File: config.mk
export PLATFORM = sky130hd
export DESIGN_NAME = gshare_predictor
export DESIGN_NICKNAME = d
export VERILOG_FILES = /design/src/rtl/bp_pkg.sv /design/src/rtl/sat_counter.sv /design/src/rtl/gshare_predictor.sv
export SDC_FILE = /design/constraint.sdc
export NUM_CORES = 1
export LEC_CHECK = 0
export ABC_AREA = 1
export CELL_PAD_IN_SITES_DETAIL_PLACEMENT = 1
export CELL_PAD_IN_SITES_GLOBAL_PLACEMENT = 2
export CORE_ASPECT_RATIO = 1.4
export CORE_UTILIZATION = 35
export DETAILED_ROUTE_END_ITERATION = 10
export PLACE_DENSITY_LB_ADDON = 0.1
export SLEW_MARGIN = 20
export SYNTH_ARGS = -nofsm -noshare
export SYNTH_HDL_FRONTEND = slang
export SYNTH_SLANG_ARGS = --single-unit
File: constraint.sdc
create_clock -name clk -period 3.4 [get_ports clk]
set_clock_uncertainty 0.15 [all_clocks]
set_input_delay 0.68 -clock clk [delete_from_list [all_inputs] [get_ports clk]]
set_output_delay 0.68 -clock clk [all_outputs]
set_load 0.1 [all_outputs]
File: src/rtl/bp_pkg.sv
// bp_pkg: shared defaults and saturating counter step for the branch predictor
package bp_pkg;
  localparam int IDX_W_DEF = 6;
  localparam int CTR_W_DEF = 2;
  localparam int HIST_W_DEF = 6;
  localparam bit GSHARE_DEF = 1'b1;
  function automatic logic [3:0] sat_step(input logic [3:0] value, input logic inc, input logic dec, input int w);
    logic [3:0] top;
    top = 4'((5'd1 << w) - 5'd1);
    return inc && value != top ? value + 4'd1 : dec && value != 4'd0 ? value - 4'd1 : value;
  endfunction
endpackage

File: src/rtl/sat_counter.sv
// sat_counter: next value of a saturating up/down counter
module sat_counter import bp_pkg::*; #(
  parameter int W = CTR_W_DEF
) (
  input  logic [W-1:0] value,
  input  logic         inc,
  input  logic         dec,
  output logic [W-1:0] next
);
  assign next = W'(sat_step(4'(value), inc, dec, W));
endmodule

File: src/rtl/gshare_predictor.sv
// gshare_predictor: PC-xor-global-history indexed table of saturating counters
module gshare_predictor import bp_pkg::*; #(
  parameter int IDX_W = IDX_W_DEF,
  parameter int CTR_W = CTR_W_DEF,
  parameter int HIST_W = HIST_W_DEF,
  parameter logic [CTR_W-1:0] CTR_INIT = '1,
  parameter bit GSHARE = GSHARE_DEF
) (
  input  logic             clk,
  input  logic             rst_n,
  input  logic             req_valid,
  input  logic [31:0]      req_pc,
  output logic             pred_valid,
  output logic             pred_taken,
  output logic [IDX_W-1:0] pred_idx,
  input  logic             upd_valid,
  input  logic [IDX_W-1:0] upd_idx,
  input  logic             upd_taken,
  input  logic             upd_mispred,
  output logic [15:0]      mispred_cnt
);
  localparam int GH_W = HIST_W > 0 ? HIST_W : 1;
  logic [CTR_W-1:0] ctr [2**IDX_W];
  logic [GH_W-1:0] ghist;
  logic [IDX_W-1:0] hist_idx;
  logic [IDX_W-1:0] req_idx;
  logic [CTR_W-1:0] upd_next;
  logic [CTR_W-1:0] rd;
  logic unused_pc;
  assign unused_pc = ^{req_pc[31:IDX_W+2], req_pc[1:0]};
  assign hist_idx = GSHARE && HIST_W > 0 ? IDX_W'(ghist) : '0;
  assign req_idx = req_pc[IDX_W+1:2] ^ hist_idx;
  // same-index update is forwarded so the prediction sees the trained value
  assign rd = upd_valid && upd_idx == req_idx ? upd_next : ctr[req_idx];
  sat_counter #(.W(CTR_W)) u_sat (
    .value(ctr[upd_idx]),
    .inc(upd_taken),
    .dec(!upd_taken),
    .next(upd_next)
  );
  always_ff @(posedge clk)
    if (!rst_n) begin
      for (int i = 0; i < 2**IDX_W; i++) ctr[i] <= CTR_INIT;
      ghist <= '0;
      mispred_cnt <= '0;
      pred_valid <= 1'b0;
      pred_taken <= 1'b0;
      pred_idx <= '0;
    end else begin
      pred_valid <= req_valid;
      if (req_valid) begin
        pred_taken <= rd[CTR_W-1];
        pred_idx <= req_idx;
      end
      if (upd_valid) begin
        ctr[upd_idx] <= upd_next;
        ghist <= GH_W'({ghist, upd_taken});
      end
      if (upd_valid && upd_mispred && mispred_cnt != 16'hFFFF) mispred_cnt <= mispred_cnt + 16'd1;
    end
endmodule

==> results of run 1 <==
-- metrics by stage --
step	setup WS, ns	total power [W]	instance area, um2
after detailed placement	-0.711	0.00308	9880
final	0.120	0.00521	10700
after floorplan	0.340	0.00269	8700
after CTS	0.0454	0.00524	10600
after global placement	-0.666	0.00308	9870
after global routing	-0.00147	0.00540	10700
-- power groups by stage --
stage                     Clock, W  Sequential (W)  Combinational (W)
after floorplan                  0         0.00224           0.000452
after global placement           0         0.00217           0.000903
after detailed placement         0         0.00217           0.000907
after CTS                  0.00214         0.00213           0.000970
after global routing       0.00221         0.00214            0.00106
final                      0.00209         0.00213           0.000989
-- critical path: stages --
cell           delay (ns)
dlygate4sd2_1        0.30
buf_4                0.17
nor2_1               0.06
buf_4                0.14
nand2_1              0.07
o2111ai_1            0.17
o21ai_1              0.18
buf_4                0.15
nand2_1              0.06
nor2_2               0.14
nand2_2              0.10
inv_1                0.07
ha_1                 0.16
nor2_2               0.05
nor2_2               0.15
nand3b_1             0.19
buf_4                0.19
clkbuf_16            0.19
nand3_1              0.08
-- final cells by class --
class | count | area, um2
tap | 310 | 388
fill | 2935 | 13500
multi-input combinational | 767 | 3550
timing repair buffer | 124 | 1180
inverter | 129 | 484
sequential | 158 | 4440
clock buffer | 20 | 437
clock inverter | 12 | 193
-- flip-flops by register name, indices dropped and copies added, names as in the netlist --
| register | flops |
|---|---|
| ctr | 128 |
| pred_taken | 1 |
| mispred_cnt | 16 |
| pred_idx | 6 |
| ghist | 6 |
| pred_valid | 1 |
-- timing repair --
item                                    4_1_cts  5_1_grt
pin swaps                                     4        4
cloned                                        2        1
hold endpoints to repair                      0        0
endpoints found under the setup margin      129      128
gates resized for setup                      18        9
setup buffers                                 3        1
-- worst paths after layout --
check	startpoint	to	slack [ns]	cells past startpoint
max	upd_idx[0]	ctr[24][0]	0.12	19
min	pred_idx[5]	pred_idx[5]	0.33	2
max reg2reg	ctr[36][1]	ctr[24][0]	0.57	16
min reg2reg	pred_idx[5]	pred_idx[5]	0.33	2
-- kinds of logic after synthesis --
logic type,Yosys count
AO/OA/AOI/OAI,128
flip-flops,158
AND/OR/NAND/NOR,625
buffers and inverters,192
adder cells (fa/ha/maj),3
XOR/XNOR,11
-- cell usage in the layout (no fill, tap or decap), types with 4 or more instances in the layout --
master / netlist / layout
nor2_2: 3 / 4
nand2_2: 3 / 7
inv_2: 5 / 5
o21ai_1: 5 / 6
o21ai_0: 88 / 86
nor2_1: 105 / 101
xor2_1: 5 / 5
bufinv_16: 0 / 5
a21oi_1: 18 / 18
edfxtp_1: 128 / 128
buf_4: 7 / 90
nand2_1: 298 / 293
clkbuf_16: 0 / 18
nor2_4: 2 / 5
nand3_1: 180 / 180
xnor2_1: 6 / 5
nand4_1: 16 / 16
o211ai_1: 7 / 7
nor3_1: 17 / 17
dfxtp_1: 30 / 30
buf_12: 0 / 11
clkdlybuf4s50_1: 0 / 12
a22oi_1: 5 / 5
inv_1: 124 / 124
-- metal layers --
metal	track usage (%)	wire length [um]	vias to the layer above
met3	3.31	1130	46
met1	34.3	14200	3962
met4	11.4	973	0
met2	43.5	15400	192
li1	-	-	3853
met5	0	0	-
==> flow_summary.yaml, run 1 <==
outcome:
  status: "complete, no violations"
floorplanning:
  die_w_um: 135
  core_area_um2: 24100
  pin_count: 68
  die_y_um: 189
  placementRows: 67
  die_area_um2: 25500
  start_util_pct: 36.1
run:
  cap_viol_max_count: 0
clock_tree:
  cts_made_buffers: 17
  holdBufCountCts: 0
  clkTransAtPathRegs_ns: 0.06
  cts_sinks: 158
  cts_root_buf: "clkbuf_16"
  cts_tree: "built"
  htree_levels: 4
  clock_latency_ns: 0.44
  cts_buffer_depth: 2
placed_design:
  io_buffer_count: 41
  place_congestion: 0.820
  dpl.hpwl_um: 22300
  dpl.cell_count: 1482
global_route:
  gr-total-overflow: 0
  grt_pass1_vias: 8362
  grt_pass1_wl_um: 49100
  grt_use_total_pct: 26.3
  antenna_found_initial: 0
  grt_max_degree: 92
layout:
  nets: 1244
  drive_above_1_share_pct: 13.2
  syn_to_final_growth_pct: 22.6
  final_cells: 1520
  antenna-diode-count: 0
  post-route-util_pct: 44.2
yosys:
  synth_top_area_share_pct: 44.2
  syn_avg_cell_area_um2: 7.79
  yosysWarningCount: 0
  ys_top_cells_by_count: "298 x nand2_1, 180 x nand3_1, 128 x edfxtp_1"
  yosysUniqueCellTypes: 28
  ys_ff_latch: 158
  yosysMostFrequentCell: "nand2_1"
  synthAdderAreaFrac_pct: 0.431
  yosysSeqAreaShare_pct: 51.1
  yosysTopAreaCell: "edfxtp_1"
  synth_compound_area_share_pct: 7.91
  synth_cells: 1117
  synth_edf_count: 128
  synthXorXnorAreaFrac_pct: 1.11
  synth_top_family_by_area: "simple AND/OR/NAND/NOR gates"
  synth-simple-area-share_pct: 30.6
  synth-async-reset-ratio_pct: 0
  synth_fp_nets: 1164
  synthFlopType: "edfxtp_1"
  synthMuxAreaShare_pct: 0
  synth_area_um2: 8700
  netlist_top_cells_area: "edfxtp_1 44%, nand2_1 13%, nand3_1 10%"
timing:
  drv_slew: 0
  rsz0062_at_grt: "true"
  period_minus_slack_ns: 3.28
  fin_crit_sh_pct: 96.5
  finalHoldViolCount: 0
  fin_tns_setup_ns: 0
  worst_pin_slew_ns: 0.970
  relSlewSlack_pct: 35.4
  fmax_mhz: 305
  whs_ns: 0.334
  setup_viol: 0
power:
  comb_power_share_pct: 19.0
  internal-power_w: 0.00374
  p_leak_nw: 4.05
  switching_share_pct: 28.3
  ir_worst_vdd_uv: 366
  pwr-share-clk_pct: 40.1
  pwr-share-seq_pct: 40.9
  powerDensity_nw_per_um2: 488
  power.switching_w: 0.00148
worst_hold_path:
  hold_class: "flop to flop"
routing:
  drtAntennaViolNets: 0
  finalWirelength_um: 31700
  wl_per_cell_um: 20.9
  drc_errors: 0
  vias_per_cell: 5.30
  num_vias: 8053
  dr.pass1.iters: 5
  drtIter0Drc: 499
critical_path:
  crit_path_max_fanout: 11
  crit_type: "input port to flop"
  worstPathArrival_ns: 3.32
  cp-end-kind: "flop"
  worstSetupStartpointType: "input port"
  required_ns: 3.44
Power figures use the tool's default switching activity.
==> run 2, diff against run 1 <==
HOLD_SLACK_MARGIN = 0.03   (was default)
==> results of run 2 <==
Same layout as run 1: the final DEF is identical, and so are final timing and power.
==> run 3, diff against run 2 <==
CORE_MARGIN = 2   (was default)
==> flow_summary.yaml, run 3 (synthesis results as in run 1) <==
critical_path:
  worst-r2r-cell-count: 17
  max_stage_delay_ns: 0.55
  crit_type: "input port to flop"
  crit_end: "ctr[52][1]"
  regToRegSetupSlack_ns: 0.53
  r2r_start: "ctr[36][1]"
  regToRegEndpoint: "ctr[7][0]"
  worstPathArrival_ns: 3.31
  worstSetupStartpointType: "input port"
  critical_path.startpoint: "upd_idx[5]"
  required_ns: 3.43
  crit_slowest_cell: "clkdlybuf4s50_1"
  crit_path_max_fanout: 21
  crit_top_cell: "nand2_1"
  cp-end-kind: "flop"
  path_cells: "clkdlybuf4s50_1, inv_1, buf_4, nor3_1, buf_4, nand2_1, nand2_1, nor2_1, nand2_1, inv_1, ha_1, inv_1, a21oi_1, nand2_1, nand2_2, buf_12, nand2_1"
global_route:
  antenna_found_initial: 0
  grt_max_degree: 92
  gr-total-overflow: 0
  grt_use_total_pct: 25.0
  grt_pass1_vias: 8247
  grt_pass1_wl_um: 48400
layout:
  mostFrequentLayoutCell: "nand2_1"
  top_regs: "ctr: 128 flops, mispred_cnt: 16 flops"
  nets: 1244
  syn_to_final_growth_pct: 22.7
  largest_reg_flops: 128
  top_register: "ctr"
  antenna-diode-count: 0
  multi_input_area_um2: 3550
  post-route-cell-area_um2: 10700
  fillers: 2993
  mostFrequentLayoutCells: "296 x nand2_1, 180 x nand3_1, 128 x edfxtp_1"
  layout.area.seq_um2: 4440
  drive_above_1_share_pct: 13.8
clock_tree:
  holdBufCountCts: 0
  cts_tree: "built"
  cts_buffer_depth: 2
  cts_root_buf: "clkbuf_16"
  clkTransAtPathRegs_ns: 0.06
  htree_levels: 4
  cts_sinks: 158
  cts_made_buffers: 17
  clock_latency_ns: 0.44
routing:
  vias_per_cell: 5.31
  num_vias: 8097
  drc_errors: 0
  drtIter0Drc: 589
  drtAntennaViolNets: 0
  finalWirelength_um: 31500
  dr.pass1.iters: 5
  wl_per_cell_um: 20.7
worst_hold_path:
  hold_class: "flop to flop"
  min_from: "pred_idx[1]"
timing:
  whs_ns: 0.334
  worst_pin_slew_ns: 0.968
  fmax_mhz: 305
  fin_crit_sh_pct: 96.4
  finalHoldViolCount: 0
  relSlewSlack_pct: 35.4
  period_minus_slack_ns: 3.28
  setup_viol: 0
  drv_slew: 0
power:
  ir_worst_vdd_uv: 405
  p_leak_nw: 4.03
  powerDensity_nw_per_um2: 477
floorplanning:
  pin_count: 68
  die_w_um: 137
  placementRows: 68
  die_y_um: 191
  core_area_um2: 24600
  start_util_pct: 35.4
  die_area_um2: 26200
placed_design:
  place_congestion: 0.805
  dpl.hpwl_um: 22600
  place_area_um2: 9930
  io_buffer_count: 41
run:
  cap_viol_max_count: 0
outcome:
  status: "complete, no violations"
==> run 3: critical path: cells and delay by family <==
| family | cells | cell delay [ns] |
|---|---|---|
| buf+inv | 7 | 1.31 |
| compound gates | 1 | 0.15 |
| fa+ha+maj | 1 | 0.27 |
| simple gates | 8 | 0.86 |
==> run 3: report_power, final <==
group	leakage [nW]	total, W	internal, W	switching, W
clock network	0.282	0.00197	0.00116	0.000815
registers	1.19	0.00213	0.00211	0.0000186
logic	2.56	0.000994	0.000334	0.000659
total	4.03	0.00510	0.00361	0.00149
==> run 3: how the worst min path moves through the flow <==
stage | end | cells past startpoint | slack, ns
6_report | pred_idx[1] | 2 | 0.33
5_1_grt | pred_idx[0] | 2 | 0.36
4_1_cts | pred_idx[0] | 2 | 0.34
3_5_place_dp | pred_idx[1] | 2 | 0.32
3_3_place_gp | pred_idx[5] | 2 | 0.31
2_1_floorplan | ghist[3] | 2 | 0.31
==> run 3: layout make-up <==
type | instances | area share (%)
Sequential cell | 158 | 41.6
Timing Repair Buffer | 124 | 11.3
Clock inverter | 13 | 1.51
Clock buffer | 19 | 4.05
Tap cell | 315 | 3.69
Inverter | 129 | 4.56
Multi-Input combinational cell | 767 | 33.3
==> run 3: metrics by stage <==
stage / utilization, % / std cells / setup slack, ns / power [W] / setup TNS [ns]
after global routing: 43.4 / 1525 / -0.0332 / 0.00528 / -0.866
after global placement: 40.4 / 1487 / -0.771 / 0.00309 / -91.73
after floorplan: - / 1117 / 0.340 / 0.00269 / 0
final: 43.4 / 1525 / 0.123 / 0.00510 / 0
after detailed placement: 40.4 / 1487 / -0.834 / 0.00310 / -95.98
after CTS: 43.1 / 1523 / 0.0649 / 0.00511 / 0
==> run 3: repair_timing <==
item / 4_1_cts / 5_1_grt
pin swaps: 1 / 3
resized for setup: 14 / 20
cloned: 1 / 1
endpoints found under the setup margin: 129 / 128
setup buffers: 3 / 2
==> run 3: layer usage <==
layer	up-vias	wire (um)	GRT usage (%)
li1	3866	-	-
met1	3987	13700	32.8
met2	188	15500	41.5
met3	56	1410	3.69
met4	0	994	9.52
met5	-	0	0
